$ cat config.mk
export PLATFORM = sky130hd
export DESIGN_NAME = uart_rx
export DESIGN_NICKNAME = d
export VERILOG_FILES = /design/src/rtl/uart_pkg.sv /design/src/rtl/uart_rx_sync.sv /design/src/rtl/uart_rx.sv
export SDC_FILE = /design/constraint.sdc
export NUM_CORES = 1
export LEC_CHECK = 0
export CORE_UTILIZATION = 40
export CTS_CLUSTER_DIAMETER = 50
export DETAILED_ROUTE_END_ITERATION = 10
export DONT_BUFFER_PORTS = 1
export PLACE_DENSITY = 0.65
export SYNTH_ARGS = -nofsm -noshare
export SYNTH_HDL_FRONTEND = slang
export SYNTH_SLANG_ARGS = --single-unit
$ cat constraint.sdc
create_clock -name clk -period 4.7 [get_ports clk]
set_clock_uncertainty 0.05 [all_clocks]
set_input_delay 0.47 -clock clk [delete_from_list [all_inputs] [get_ports clk]]
set_output_delay 0.47 -clock clk [all_outputs]
set_load 0.01 [all_outputs]
$ cat src/rtl/uart_pkg.sv
// -----------------------------------------------------------------------------
// uart_pkg
//   Shared types and constants for the UART receive path.
//   - rx_state_t : receiver FSM states
//   - OVERSAMPLE : tick_16x strobes per bit
//   - MID_SAMPLE : tick count at which the start bit is re-checked
//   - LAST_TICK  : tick count at which data/parity/stop bits are sampled
//   - frame_parity() : even/odd parity of a received word
// -----------------------------------------------------------------------------
package uart_pkg;

  typedef enum logic [2:0] {
    IDLE,
    START,
    DATA,
    PARITY,
    STOP
  } rx_state_t;

  localparam int         OVERSAMPLE = 16;
  localparam logic [3:0] MID_SAMPLE = 4'(OVERSAMPLE / 2 - 1);
  localparam logic [3:0] LAST_TICK  = 4'(OVERSAMPLE - 1);

  // Expected parity bit for a word (zero-extended to 9 bits, so unused upper
  // bits do not affect the result). odd=0 gives even parity.
  function automatic logic frame_parity(input logic [8:0] data, input logic odd);
    return (^data) ^ odd;
  endfunction

endpackage

$ cat src/rtl/uart_rx_sync.sv
// -----------------------------------------------------------------------------
// uart_rx_sync
//   Two-flop synchroniser for the asynchronous serial line plus a falling-edge
//   detector on the synchronised signal.
//   Ports:
//     clk    in   system clock
//     reset  in   synchronous, active-high
//     rx     in   asynchronous serial line (idle high)
//     rx_s   out  synchronised line
//     fall   out  1 for one cycle on a high->low transition of rx_s
// -----------------------------------------------------------------------------
module uart_rx_sync (
  input  logic clk,
  input  logic reset,
  input  logic rx,
  output logic rx_s,
  output logic fall
);

  logic       rx_meta_reg;
  logic       rx_s_reg;
  logic       rx_prev_reg;
  logic [1:0] prime_reg;

  // Both synchroniser flops reset high (idle line). Their reset value is not
  // a real observation of the line, so the edge detector's history flop is
  // held at 0 until the pipeline has been refilled from rx (prime_reg == 2).
  // A line that is already low when reset is released therefore cannot look
  // like a start edge; it must be seen high first.
  always_ff @(posedge clk) begin
    if (reset) begin
      rx_meta_reg <= 1'b1;
      rx_s_reg    <= 1'b1;
      rx_prev_reg <= 1'b0;
      prime_reg   <= 2'd0;
    end else begin
      rx_meta_reg <= rx;
      rx_s_reg    <= rx_meta_reg;
      if (prime_reg != 2'd2) begin
        prime_reg <= prime_reg + 2'd1;
      end
      rx_prev_reg <= (prime_reg == 2'd2) & rx_s_reg;
    end
  end

  assign rx_s = rx_s_reg;
  assign fall = rx_prev_reg & ~rx_s_reg;

endmodule

$ cat src/rtl/uart_rx.sv
// -----------------------------------------------------------------------------
// uart_rx
//   UART receiver: synchronises rx, detects start bits, samples each bit at
//   its mid-point using the 16x tick from the baud generator, deserialises
//   LSB-first and presents words on a valid/ready interface.
//   Optional feature macro: UART_RX_PARITY_EN (adds one parity bit per frame).
//   Parameters:
//     DATA_BITS   data bits per frame (5..9)
//     PARITY_ODD  parity sense when parity is enabled: 0 even, 1 odd
//   Ports:
//     clk          in   system clock
//     reset        in   synchronous, active-high
//     tick_16x     in   one-cycle strobe at 16x baud
//     rx           in   asynchronous serial line, idle high
//     rx_data      out  received word, stable while rx_valid=1
//     rx_valid     out  word available, held until accepted
//     rx_ready     in   consumer accepts when rx_valid & rx_ready
//     frame_err    out  pulse: stop bit sampled low
//     parity_err   out  pulse: parity mismatch (always 0 without parity)
//     overrun_err  out  pulse: frame completed while previous word unaccepted
//     busy         out  1 while receiving a frame
// -----------------------------------------------------------------------------
module uart_rx
  import uart_pkg::*;
#(
  parameter int DATA_BITS  = 8,
  parameter bit PARITY_ODD = 1'b0
) (
  input  logic                 clk,
  input  logic                 reset,
  input  logic                 tick_16x,
  input  logic                 rx,
  output logic [DATA_BITS-1:0] rx_data,
  output logic                 rx_valid,
  input  logic                 rx_ready,
  output logic                 frame_err,
  output logic                 parity_err,
  output logic                 overrun_err,
  output logic                 busy
);

  localparam int               IDX_W    = $clog2(DATA_BITS + 1);
  localparam logic [IDX_W-1:0] LAST_IDX = IDX_W'(DATA_BITS - 1);

  logic rx_s;
  logic fall;

  uart_rx_sync u_sync (
    .clk   (clk),
    .reset (reset),
    .rx    (rx),
    .rx_s  (rx_s),
    .fall  (fall)
  );

  rx_state_t            state_reg,   state_next;
  logic [3:0]           cnt_reg,     cnt_next;
  logic [IDX_W-1:0]     bit_idx_reg, bit_idx_next;
  logic [DATA_BITS-1:0] shift_reg,   shift_next;
  logic                 stop_sample;

  logic [DATA_BITS-1:0] rx_data_reg,     rx_data_next;
  logic                 rx_valid_reg,    rx_valid_next;
  logic                 frame_err_reg,   frame_err_next;
  logic                 parity_err_reg,  parity_err_next;
  logic                 overrun_err_reg, overrun_err_next;
  logic                 load;

`ifdef UART_RX_PARITY_EN
  logic par_bit_reg, par_bit_next;
`endif

  // ---------------------------------------------------------------------------
  // Frame FSM: state register
  // ---------------------------------------------------------------------------
  always_ff @(posedge clk) begin
    if (reset) begin
      state_reg   <= IDLE;
      cnt_reg     <= 4'd0;
      bit_idx_reg <= '0;
      shift_reg   <= '0;
`ifdef UART_RX_PARITY_EN
      par_bit_reg <= 1'b0;
`endif
    end else begin
      state_reg   <= state_next;
      cnt_reg     <= cnt_next;
      bit_idx_reg <= bit_idx_next;
      shift_reg   <= shift_next;
`ifdef UART_RX_PARITY_EN
      par_bit_reg <= par_bit_next;
`endif
    end
  end

  // ---------------------------------------------------------------------------
  // Frame FSM: next state. The tick counter only moves on tick_16x and is
  // cleared explicitly at each sample point, so it never wraps by itself.
  // ---------------------------------------------------------------------------
  always_comb begin
    state_next   = state_reg;
    cnt_next     = cnt_reg;
    bit_idx_next = bit_idx_reg;
    shift_next   = shift_reg;
    stop_sample  = 1'b0;
`ifdef UART_RX_PARITY_EN
    par_bit_next = par_bit_reg;
`endif

    case (state_reg)
      IDLE: begin
        if (fall) begin
          state_next = START;
          cnt_next   = 4'd0;
        end
      end

      START: begin
        if (tick_16x) begin
          if (cnt_reg == MID_SAMPLE) begin
            cnt_next = 4'd0;
            if (!rx_s) begin
              state_next   = DATA;
              bit_idx_next = '0;
            end else begin
              // Line back high at mid start bit: glitch, not a frame.
              state_next = IDLE;
            end
          end else begin
            cnt_next = cnt_reg + 4'd1;
          end
        end
      end

      DATA: begin
        if (tick_16x) begin
          if (cnt_reg == LAST_TICK) begin
            cnt_next     = 4'd0;
            // Shifting in from the top leaves the first (LSB) bit at bit 0
            // once all DATA_BITS samples have been taken.
            shift_next   = {rx_s, shift_reg[DATA_BITS-1:1]};
            bit_idx_next = bit_idx_reg + 1'b1;
            if (bit_idx_reg == LAST_IDX) begin
`ifdef UART_RX_PARITY_EN
              state_next = PARITY;
`else
              state_next = STOP;
`endif
            end
          end else begin
            cnt_next = cnt_reg + 4'd1;
          end
        end
      end

      PARITY: begin
`ifdef UART_RX_PARITY_EN
        if (tick_16x) begin
          if (cnt_reg == LAST_TICK) begin
            cnt_next     = 4'd0;
            par_bit_next = rx_s;
            state_next   = STOP;
          end else begin
            cnt_next = cnt_reg + 4'd1;
          end
        end
`else
        state_next = IDLE;
`endif
      end

      STOP: begin
        if (tick_16x) begin
          if (cnt_reg == LAST_TICK) begin
            cnt_next    = 4'd0;
            stop_sample = 1'b1;
            state_next  = IDLE;
          end else begin
            cnt_next = cnt_reg + 4'd1;
          end
        end
      end

      default: begin
        state_next = IDLE;
        cnt_next   = 4'd0;
      end
    endcase
  end

  // ---------------------------------------------------------------------------
  // Output side. A completed frame is loaded if the holding register is empty
  // or is being emptied in this same cycle; otherwise the new word is dropped.
  // Results appear one clock after the stop-bit sample.
  // ---------------------------------------------------------------------------
  always_comb begin
    load             = stop_sample & (~rx_valid_reg | rx_ready);
    rx_data_next     = rx_data_reg;
    rx_valid_next    = rx_valid_reg;
    frame_err_next   = load & ~rx_s;
    overrun_err_next = stop_sample & rx_valid_reg & ~rx_ready;
`ifdef UART_RX_PARITY_EN
    parity_err_next  = load & (par_bit_reg != frame_parity(9'(shift_reg), PARITY_ODD));
`else
    // No parity bit on the wire, so the parity sense cannot matter.
    parity_err_next  = 1'b0 & PARITY_ODD;
`endif

    if (load) begin
      rx_data_next  = shift_reg;
      rx_valid_next = 1'b1;
    end else if (rx_valid_reg && rx_ready) begin
      rx_valid_next = 1'b0;
    end
  end

  always_ff @(posedge clk) begin
    if (reset) begin
      rx_data_reg     <= '0;
      rx_valid_reg    <= 1'b0;
      frame_err_reg   <= 1'b0;
      parity_err_reg  <= 1'b0;
      overrun_err_reg <= 1'b0;
    end else begin
      rx_data_reg     <= rx_data_next;
      rx_valid_reg    <= rx_valid_next;
      frame_err_reg   <= frame_err_next;
      parity_err_reg  <= parity_err_next;
      overrun_err_reg <= overrun_err_next;
    end
  end

  assign rx_data     = rx_data_reg;
  assign rx_valid    = rx_valid_reg;
  assign frame_err   = frame_err_reg;
  assign parity_err  = parity_err_reg;
  assign overrun_err = overrun_err_reg;
  assign busy        = (state_reg != IDLE);

endmodule

==> flow_metrics.tcl, run 1 <==
set metrics [dict create \
    layout.filler_cells 344 \
    initial_core_utilization_pct 43.1 \
    global_route_wire_length_before_repair_um 4570 \
    htree_num_levels 2 \
    ctsHoldBuffers 0 \
    grt_overflow 0 \
    grt_max_degree 35 \
    chipHeight_um 63.1 \
    synth_largest_area_cell "sky130_fd_sc_hd__dfxtp_1" \
    floorplan.rows 21 \
    place.gp.congestion 0.805 \
    synth_cell_types 38 \
    route.detailed.drc 0 \
    grt_setup_unrepaired "false" \
    insertion_delay_ns 0.28 \
    yosys-top-cells-area "sky130_fd_sc_hd__dfxtp_1 47%, sky130_fd_sc_hd__mux2i_1 11%, sky130_fd_sc_hd__nor2_1 5.5%" \
    cts-buffers-inserted 5 \
    post_drt_wl_per_cell_um 12.9 \
    mapped_avg_cell_area_um2 9.58 \
    tritoncts_num_sinks 35 \
    setup_viol 0 \
    floorplan.io_pins 18 \
    ys_ff_latch 35 \
    clock_tree.root_cell "sky130_fd_sc_hd__clkbuf_8" \
    run_status "finished, final reports clean" \
    path_max_fanout 9 \
    min_tclk_post_route_ns 2.51 \
    timing.final.crit_share_pct 53.4 \
    layout-drive-gt1-share_pct 9.03 \
    cts_resized 0 \
    areaGrowthSynthToFinish_pct 9.05 \
    max_stage_delay_ns 0.77 \
    cts.clk_slew.worst_paths_ns 0.07 \
    ys_seq_area_share_pct 46.9 \
    finalHoldViolCount 0 \
    design.die.area_um2 3980 \
    worst_ep_required_time_ns 4.83 \
    syn_nets 164 \
    detailroute.via_count 1056 \
    path_cells "ha_1 -> nand4_1 -> or3_1 -> nor2b_1 -> mux2i_1 -> nor2_1" \
    max_freq_ghz 0.398 \
    antenna_left 0 \
    worst_setup_path_start_kind "flop" \
    p_leak_nw 0.566 \
    drt_iter0_drc 77 \
    max-vdd-ir-drop_mv 0.208 \
    synth_area_um2 1490 \
    syn_inst 156 \
    max-cap-violations 0 \
    core_um2 3470 \
    totalWireLength_um 2590 \
    synth_warnings 0 \
    numPortBuffers 0 \
    setup-tns-final_ns 0 \
    slew_headroom_pct 35.2 \
    critPathTopFamily "simple AND/OR/NAND/NOR gates" \
    totalPowerFinal_mw 0.667 \
    gr-usage-all-layers_pct 14.7 \
    placed_cell_area_um2 1500 \
    number_of_antenna_violations_at_the_first_check_in_global_routing 0 \
    cpMaxStageDelayCell "sky130_fd_sc_hd__nor2b_1" \
    timing.final.max_slew_violations 0 \
    synthDominantCellAreaShare_pct 46.9 \
    cp-end-kind "flop" \
    worst-setup-path-type "reg -> reg" \
    worst-endpoint-arrival_ns 2.64 \
    first_pass_iters 6 \
    tightestPinTransition_ns 0.970 \
    viasPerCell 5.25 \
    post_cts.repair.setup_buffers 0 \
    die_width_um 63.1 \
    cellPowerDensity_nw_per_um2 409 \
    antenna_cells 0 \
    finalNetCount 162 \
    clock_path_buffers 2 \
    cts_tree "yes" \
    min_path_type "in -> reg" \
    post-dp-hpwl_um 1780 \
    number_of_global_route_vias_before_repair 1066 \
    layout.cell_area.non_filler_um2 1630 \
    cp_num_buf_inv 0 \
]
==> metal layers <==
metal  GRT usage [%]  vias up  routed length [um]
li1                -      531                   -
met5               0        -                   0
met3            5.62        2                 165
met2            23.5       27                1250
met1            16.8      496                1150
met4            8.14        0                  17
==> logic make-up after synthesis <==
group	share of synthesized area, %
compound gates	9.46
xor+xnor	2.93
fa+ha+maj	2.51
buf+inv	5.69
flops	46.9
mux	11.4
other cells	0.251
simple gates	20.9
==> metrics by stage <==
stage / instances / setup WS (ns) / hold WS [ns] / utilization [%]
after floorplan: 156 / 2.90 / 0.339 / -
after global routing: 201 / 1.98 / 0.185 / 47.0
after CTS: 201 / 2.16 / 0.184 / 47.0
after detailed placement: 193 / 2.19 / 0.343 / 43.1
final: 201 / 2.19 / 0.198 / 47.0
after global placement: 193 / 2.31 / 0.344 / 43.1
==> worst paths after layout <==
kind	startpoint	to	slack (ns)	depth (start not counted)
max reg2reg	cnt_reg[0]$_SDFFE_PP0P_	rx_data[5]$_SDFFE_PP0P_	2.19	6
min	reset	cnt_reg[1]$_SDFFE_PP0P_	0.20	1
min reg2reg	u_sync.rx_meta_reg$_SDFF_PP1_	u_sync.rx_s$_SDFF_PP1_	0.36	1
max	cnt_reg[0]$_SDFFE_PP0P_	rx_data[5]$_SDFFE_PP0P_	2.19	6
==> power by group <==
group	total (mW)	switching (mW)	leakage, nW	internal [mW]
Combinational	0.0348	0.0182	0.218	0.0166
Sequential	0.314	0.00653	0.283	0.308
Clock	0.318	0.106	0.0654	0.212
Total	0.667	0.131	0.566	0.536
==> placed cells by master (no fill, tap or decap), drive strengths merged <==
cell type  netlist  final
mux2i           17     17
xor2             5      5
o21ai            3      3
a211oi           1      1
or3              3      3
nand4            2      2
nor3b            1      1
a31oi            2      2
a21oi            5      5
nand2b           4      4
or4              1      1
o41ai            1      1
a2111oi          1      1
nor2b            2      2
conb             1      1
o22ai            2      2
or3b             1      1
bufinv           0      2
clkbuf           4      6
inv              6      6
ha               3      3
nand2            4      4
and3             3      3
nor4             1      1
nor2            22     22
nand4b           1      1
nor3             7      7
or2              4      4
dfxtp           35     35
a21boi           1      1
nand3            4      4
o31ai            1      1
buf              6      1
o31a             1      1
a32oi            1      1
==> cell type report <==
type	count	area, um^2	area share, %
clock buffer	6	72.6	4.45
clock inverter	2	60.1	3.69
inverter	6	22.5	1.38
multi-input combinational	105	708	43.5
sequential	35	701	43.0
tap	46	57.6	3.53
timing repair buffer	1	7.51	0.461
==> synthesized netlist by cell type <==
cell type / count
sky130_fd_sc_hd__a31oi_1: 2
sky130_fd_sc_hd__a21boi_0: 1
sky130_fd_sc_hd__or2_2: 3
sky130_fd_sc_hd__nand2_1: 4
sky130_fd_sc_hd__o22ai_1: 2
sky130_fd_sc_hd__dfxtp_1: 35
sky130_fd_sc_hd__clkbuf_1: 4
sky130_fd_sc_hd__o41ai_1: 1
sky130_fd_sc_hd__nand4b_1: 1
sky130_fd_sc_hd__o31ai_1: 1
sky130_fd_sc_hd__nor3_2: 1
sky130_fd_sc_hd__and3_1: 3
sky130_fd_sc_hd__buf_4: 2
sky130_fd_sc_hd__nor2b_1: 2
sky130_fd_sc_hd__nor4_1: 1
sky130_fd_sc_hd__o31a_1: 1
sky130_fd_sc_hd__nor3b_1: 1
sky130_fd_sc_hd__nand3_1: 4
sky130_fd_sc_hd__o21ai_0: 3
sky130_fd_sc_hd__nand2b_1: 4
sky130_fd_sc_hd__or3b_4: 1
sky130_fd_sc_hd__nor3_1: 6
sky130_fd_sc_hd__a2111oi_4: 1
sky130_fd_sc_hd__or4_1: 1
sky130_fd_sc_hd__buf_2: 2
sky130_fd_sc_hd__a21oi_1: 5
sky130_fd_sc_hd__xor2_1: 5
sky130_fd_sc_hd__ha_1: 3
sky130_fd_sc_hd__conb_1: 1
sky130_fd_sc_hd__nor2_1: 22
sky130_fd_sc_hd__a32oi_1: 1
sky130_fd_sc_hd__inv_1: 6
sky130_fd_sc_hd__a211oi_1: 1
sky130_fd_sc_hd__mux2i_1: 17
sky130_fd_sc_hd__buf_6: 2
sky130_fd_sc_hd__or2_1: 1
sky130_fd_sc_hd__or3_1: 3
sky130_fd_sc_hd__nand4_1: 2
Power figures use the tool's default switching activity.
==> run 2, diff against run 1 <==
Settings changed: ABC_AREA set to 1, PLACE_DENSITY 0.65 to 0.67.
Clock period 4.7 ns to 2.12 ns, I/O delays scaled along.
==> run 2 against run 1 <==
Register-to-register slack worse by 1.8 ns; power rose to 3.2 times the previous value; sequential share of layout area down 3.8 points; final cell count up 39%; synthesized cell count up 46%; sequential power rose to 2.6 times the previous value; routed wire length up 21%; first-iteration DRC count down 13%; worst setup slack worse by 1.8 ns; critical endpoint is now shift_reg[4]$_SDFFE_PP0P_.
==> flow_metrics.tcl, run 2 <==
set metrics [dict create \
    detailroute.via_count 1399 \
    ctsHoldBuffers 2 \
    finalHoldViolCount 0 \
    max-vdd-ir-drop_mv 0.441 \
    antenna_cells 0 \
    yosys-mux-area-fraction_pct 0 \
    finalNetCount 238 \
    tritoncts_num_sinks 35 \
    synth_warnings 0 \
    path_cells "ha_1 -> nand3_2 -> inv_2 -> nand2_2 -> nor2_2 -> inv_1 -> nor2_1 -> nor2_1" \
    clock_path_buffers 2 \
    core_um2 3800 \
    utilization_pct 47.1 \
    tightestPinTransition_ns 0.668 \
    synth_largest_area_cell "sky130_fd_sc_hd__dfxtp_1" \
    cellPowerDensity_nw_per_um2 1190 \
    layout.filler_cells 385 \
    floorplan.rows 22 \
    top_layer_used "met4" \
    critical_path.most_common_cell "sky130_fd_sc_hd__nor2_1" \
    min_path_cells 4 \
    timing.final.max_slew_violations 0 \
    wl_met2_um 1440 \
    cp-end-kind "flop" \
    synth_area_um2 1650 \
    viasPerCell 5.01 \
    cts-buffers-inserted 5 \
    r2r_end "shift_reg[4]$_SDFFE_PP0P_" \
    worst-setup-path-type "reg -> reg" \
    reg2reg_from "cnt_reg[0]$_SDFFE_PP0P_" \
    async_s_r_ff_share_synth_pct 0 \
    ys_seq_area_share_pct 42.6 \
    hold_path.startpoint "tick_16x" \
    synth_ff_type "sky130_fd_sc_hd__dfxtp_1" \
    place.gp.congestion 0.813 \
    r2r.worst_path.cells 8 \
    clock_tree.root_cell "sky130_fd_sc_hd__clkbuf_8" \
    number_of_antenna_violations_at_the_first_check_in_global_routing 0 \
    chipHeight_um 66.2 \
    cp_num_buf_inv 2 \
    gr-usage-all-layers_pct 16.7 \
    design.die.area_um2 4380 \
    max-cap-violations 0 \
    min_tclk_post_route_ns 1.71 \
    route.detailed.drc 0 \
    areaGrowthSynthToFinish_pct 8.59 \
    critPathTopFamily "simple AND/OR/NAND/NOR gates" \
    parity_gate_share_of_the_synthesized_area_counting_xor_and_xnor_cells_pct 0.532 \
    post_synth_and_or_nand_nor_area_fraction_pct 36.6 \
    ys_ff_latch 35 \
    drt_iter0_drc 67 \
    grt_overflow 0 \
    syn_inst 227 \
    slew_headroom_pct 55.3 \
    totalPowerFinal_mw 2.12 \
    antenna_left 0 \
    htree_num_levels 2 \
    post_synth_most_frequent_cells "43 x sky130_fd_sc_hd__nand2_1, 35 x sky130_fd_sc_hd__dfxtp_1, 31 x sky130_fd_sc_hd__nor2_1" \
    path_max_fanout 7 \
    synth_compound_gate_area_share_pct 11.3 \
    post_drt_wl_per_cell_um 11.2 \
    initial_core_utilization_pct 43.3 \
    post_synth_edffs 0 \
    cts_tree "yes" \
    mostFrequentLayoutCell "sky130_fd_sc_hd__nand2_1" \
    cpMaxStageDelayCell "sky130_fd_sc_hd__dfxtp_1" \
    mapped_avg_cell_area_um2 7.25 \
    min_path_type "in -> reg" \
    number_of_global_route_vias_before_repair 1306 \
    die_width_um 66.2 \
    insertion_delay_ns 0.28 \
    setup-tns-final_ns 0 \
    totalWireLength_um 3120 \
    setup_viol 0 \
    floorplan.io_pins 18 \
    synth_top_family_by_area "simple AND/OR/NAND/NOR gates" \
    layout.cells.most_common_list "43 x sky130_fd_sc_hd__nand2_1, 35 x sky130_fd_sc_hd__dfxtp_1, 31 x sky130_fd_sc_hd__nor2_1, 28 x sky130_fd_sc_hd__nand3_1, 20 x sky130_fd_sc_hd__a21oi_1" \
    syn_nets 235 \
    numPortBuffers 0 \
    timing.final.crit_share_pct 80.6 \
    post-dp-hpwl_um 2220 \
    cts.clk_slew.worst_paths_ns 0.07 \
    max_stage_delay_ns 0.39 \
    worst_setup_path_start_kind "flop" \
    grt_setup_unrepaired "false" \
    synthDominantCellAreaShare_pct 42.6 \
    layout-drive-gt1-share_pct 13.9 \
    worst_ep_required_time_ns 2.25 \
    global_route_wire_length_before_repair_um 5620 \
    post_cts.repair.setup_buffers 0 \
    placed_cell_area_um2 1680 \
    share_of_synthesized_cell_area_in_full_adder_half_adder_and_majority_cells_pct 2.28 \
    layout.cell_area.non_filler_um2 1790 \
    regToRegSetupSlack_ns 0.41 \
    yosys-top-cells-area "sky130_fd_sc_hd__dfxtp_1 43%, sky130_fd_sc_hd__nand2_1 9.8%, sky130_fd_sc_hd__nand3_1 8.5%" \
    synth_cell_types 26 \
    route.layer.met1.wl_um 1570 \
    grt_max_degree 19 \
    synth_most_common_cell "sky130_fd_sc_hd__nand2_1" \
    p_leak_nw 0.763 \
    met3RoutedLength_um 94 \
    cts_resized 0 \
    max_freq_ghz 0.585 \
    first_pass_iters 4 \
    hold-path-endpoint "overrun_err$_SDFF_PP0_" \
    run_status "finished, final reports clean" \
    worst-endpoint-arrival_ns 1.83 \
]
[run 2: area by class of cell]
type | instances | area, um^2 | area share, %
timing repair buffer | 3 | 27.5 | 1.54
clock buffer | 5 | 68.8 | 3.85
multi-input combinational | 166 | 840 | 47.0
clock inverter | 3 | 20.0 | 1.12
sequential | 35 | 701 | 39.2
tap | 48 | 60.1 | 3.36
inverter | 19 | 71.3 | 3.99
[run 2: cell families (layout without fill, tap and decap cells)]
| kind of cell | count (synthesis) | count (layout) |
|---|---|---|
| xor gates and xnor gates | 1 | 1 |
| other | 1 | 1 |
| adders and majority gates | 3 | 3 |
| buffers and inverters | 26 | 30 |
| DFF | 35 | 35 |
| and+or+nand+nor | 126 | 126 |
| AOI/OAI and AO/OA | 35 | 35 |
[run 2: worst max path at each step]
stage	from	end	depth (start not counted)
after global placement	cnt_reg[0]$_SDFFE_PP0P_	shift_reg[0]$_SDFFE_PP0P_	8
after global routing	cnt_reg[0]$_SDFFE_PP0P_	shift_reg[2]$_SDFFE_PP0P_	8
final	cnt_reg[0]$_SDFFE_PP0P_	shift_reg[4]$_SDFFE_PP0P_	8
after CTS	cnt_reg[0]$_SDFFE_PP0P_	shift_reg[4]$_SDFFE_PP0P_	8
after detailed placement	cnt_reg[0]$_SDFFE_PP0P_	shift_reg[0]$_SDFFE_PP0P_	8
after floorplan	cnt_reg[0]$_SDFFE_PP0P_	rx_data[0]$_SDFFE_PP0P_	8
[run 2: worst min-delay path: stages]
cell	delay, ns
sky130_fd_sc_hd__nand2_2	0.11
sky130_fd_sc_hd__nor2_8	0.06
sky130_fd_sc_hd__inv_1	0.07
sky130_fd_sc_hd__nor3_1	0.04
[run 2: per-stage QoR]
step | std cells | hold slack [ns] | worst slack [ns]
after global routing | 279 | 0.240 | 0.190
after global placement | 269 | 0.234 | 0.528
after CTS | 279 | 0.210 | 0.423
after detailed placement | 269 | 0.235 | 0.432
after floorplan | 227 | 0.266 | 0.698
final | 279 | 0.212 | 0.411
[run 2: report_power, final]
group / switching (mW) / total, mW / leakage (nW) / internal [mW]
clock: 0.247 / 0.475 / 0.0402 / 0.228
combinational: 0.533 / 0.826 / 0.439 / 0.292
sequential: 0.0920 / 0.820 / 0.284 / 0.728
[run 2: per-layer routing]
| layer | global-route usage [%] | vias to the layer above |
|---|---|---|
| met1 | 22.6 | 641 |
| met4 | 5.59 | 0 |
| li1 | - | 738 |
| met2 | 25.8 | 18 |
| met5 | 0 | - |
| met3 | 3.97 | 2 |
==> run 3, diff against run 2 <==
Clock period 2.12 ns to 1.4 ns, I/O delays scaled along.
==> run 3 against run 2 <==
The flow now finishes with violations (negative hold slack, negative setup slack); clock power grew 50%; utilization grew 10 points; sequential power grew 55%; routed wire length grew 23%; register-to-register slack lost 0.43 ns; sequential share of layout area shrank 6.4 points; final area grew 22%; critical path depth grew 1; via count grew 7.3%; largest power group unchanged; highest routed layer unchanged.
==> flow_metrics.tcl, run 3 (synthesis results as in run 2) <==
set metrics [dict create \
    run_status "complete, but fails checks" \
    failed_checks "negative hold slack, negative setup slack" \
    grt_setup_unrepaired "true" \
    clock_path_buffers 2 \
    r2r.worst_path.cells 9 \
    path_cells "ha_4 -> nand3_4 -> buf_6 -> nand3_2 -> nand2_2 -> nor2_4 -> nand3_2 -> nand2_1 -> nor2_1" \
    p_int_mw 2.18 \
    critical_path.most_common_cell "sky130_fd_sc_hd__nand3_2" \
    layout-drive-gt1-share_pct 36.8 \
    post_drt_wl_per_cell_um 12.9 \
    worst_setup_path_start_kind "flop" \
    cellPowerDensity_nw_per_um2 1740 \
    reg2reg_from "cnt_reg[1]$_SDFFE_PP0P_" \
    max_stage_delay_ns 0.35 \
    route.detailed.drc 0 \
    r2r_end "state_reg[2]$_SDFFE_PP0P_" \
    p_seq_share_pct 33.7 \
    mostFrequentLayoutCell "sky130_fd_sc_hd__nand2_1" \
    chipHeight_um 66.2 \
    cts-buffers-inserted 5 \
    global_route_wire_length_before_repair_um 6000 \
    timing.final.crit_share_pct 101 \
    insertion_delay_ns 0.28 \
    worst_ep_required_time_ns 1.53 \
    placed_cell_area_um2 1780 \
    regArea_um2 713 \
    cts.clk_slew.worst_paths_ns 0.08 \
    totalPowerFinal_mw 3.78 \
    gr-usage-all-layers_pct 18.1 \
    drt_iter0_drc 61 \
    htree_num_levels 2 \
    min_path_type "in -> reg" \
    numPortBuffers 0 \
    ctsHoldBuffers 3 \
    layout.filler_cells 338 \
    multi_input_logic_area_um2 1050 \
    floorplan.rows 22 \
    max_freq_ghz 0.707 \
    setup_ws_pre_cts_ns -0.0723 \
    floorplan.io_pins 18 \
    timing.final.max_slew_violations 0 \
    viasPerCell 5.04 \
    path_max_fanout 6 \
    max-cap-violations 0 \
    min_path_cells 1 \
    hold_slack_ns -0.143 \
    post-dp-hpwl_um 2410 \
    finalHoldViolCount 16 \
    cpMaxStageDelayCell "sky130_fd_sc_hd__dfxtp_2" \
    hold-path-endpoint "rx_data[5]$_SDFFE_PP0P_" \
    antenna_cells 0 \
    finalNetCount 257 \
    antenna_left 0 \
    tritoncts_num_sinks 35 \
    setup_viol 6 \
    initial_core_utilization_pct 43.3 \
    hold_path.startpoint "reset" \
    cp-end-kind "flop" \
    layout.cells.most_common_list "32 x sky130_fd_sc_hd__nand2_1, 29 x sky130_fd_sc_hd__nor2_1, 29 x sky130_fd_sc_hd__dfxtp_1, 17 x sky130_fd_sc_hd__nand3_1" \
    max-vdd-ir-drop_mv 0.887 \
    min_tclk_post_route_ns 1.42 \
    number_of_antenna_violations_at_the_first_check_in_global_routing 0 \
    clock_tree.root_cell "sky130_fd_sc_hd__clkbuf_8" \
    detailroute.via_count 1501 \
    post-route-worst-setup-slack_ns -0.0151 \
    cts_tree "yes" \
    worst-endpoint-arrival_ns 1.54 \
    number_of_global_route_vias_before_repair 1334 \
    combPwrFrac_pct 47.4 \
    slew_headroom_pct 61.4 \
    worst-setup-path-type "reg -> reg" \
    grt_max_degree 20 \
    die_width_um 66.2 \
    totalWireLength_um 3850 \
    p_leak_nw 0.881 \
    grt_overflow 0 \
    tightestPinTransition_ns 0.577 \
    switchingPower_mw 1.59 \
    areaGrowthSynthToFinish_pct 32.0 \
    place.gp.congestion 0.787 \
    pwr-share-clk_pct 18.9 \
    design.die.area_um2 4380 \
    core_um2 3800 \
    sw_frac_of_total_pct 42.2 \
    layout.cell_area.non_filler_um2 2170 \
    first_pass_iters 4 \
    regToRegSetupSlack_ns -0.02 \
]
run 3: changes by cell type in the layout (fill, tap and decap cells not counted), sizes merged:
cell,before,now
buf,1,17
clkbuf,5,6
clkinvlp,2,1
dlygate4sd3,2,3
nand2,51,52
nor2,39,40
run 3: cell type report:
type,instances,share of cell area [%]
Clock inverter,2,0.576
Sequential cell,35,32.8
Inverter,19,3.40
Tap cell,48,2.76
Timing Repair Buffer,20,8.69
Clock buffer,6,3.34
Multi-Input combinational cell,168,48.4
run 3: what timing repair did:
action / in CTS / in global routing
gates cloned: 1 / 1
pin swaps: 9 / 31
hold endpoints to repair: 18 / 16
gates resized for setup: 15 / 47
setup buffers: 1 / 2
setup endpoints to repair: 25 / 27
run 3: worst max path at each step:
stage / start / to / slack, ns / cells past startpoint
4_1_cts: cnt_reg[0]$_SDFFE_PP0P_ / bit_idx_reg[2]$_SDFFE_PP0P_ / -0.02 / 9
6_report: cnt_reg[1]$_SDFFE_PP0P_ / state_reg[2]$_SDFFE_PP0P_ / -0.02 / 9
2_1_floorplan: cnt_reg[0]$_SDFFE_PP0P_ / bit_idx_reg[1]$_SDFFE_PP0P_ / 0.007 / 8
3_3_place_gp: state_reg[2]$_SDFFE_PP0P_ / bit_idx_reg[1]$_SDFFE_PP0P_ / -0.08 / 8
3_5_place_dp: cnt_reg[0]$_SDFFE_PP0P_ / shift_reg[1]$_SDFFE_PP0P_ / -0.07 / 8
5_1_grt: cnt_reg[1]$_SDFFE_PP0P_ / state_reg[0]$_SDFFE_PP0P_ / -0.11 / 9
run 3: layer usage:
| layer | part of all wire, % | vias up | GRT usage (%) | wire [um] |
|---|---|---|---|---|
| li1 | - | 783 | - | - |
| met1 | 48 | 686 | 24.9 | 1840 |
| met2 | 48 | 30 | 28.3 | 1850 |
| met3 | 3.7 | 2 | 3.79 | 141 |
| met4 | 0.31 | 0 | 5.05 | 12 |
| met5 | 0 | - | 0 | 0 |
run 3: power groups by stage:
stage               logic (mW)  registers (mW)  clock network [mW]
floorplan                 1.12            1.21                   0
global placement          1.42            1.23                   0
detailed placement        1.42            1.23                   0
CTS                       1.53            1.24               0.728
global route              1.99            1.29               0.772
finish                    1.79            1.27               0.714
run 3: metrics by stage:
| stage | cells | setup TNS (ns) | utilization (%) |
|---|---|---|---|
| final | 298 | -0.0511 | 57.2 |
| after global routing | 298 | -1.58 | 57.2 |
| after global placement | 282 | -0.994 | 47.0 |
| after detailed placement | 282 | -1.15 | 47.0 |
| after floorplan | 227 | 0 | - |
| after CTS | 295 | -0.0215 | 52.0 |
run 3: worst max-delay path, delay by kind of cell, from the launching register on:
kind,cells,cell delay [ns]
simple gates,7,0.61
flops,1,0.35
fa+ha+maj,1,0.16
buf+inv,1,0.14
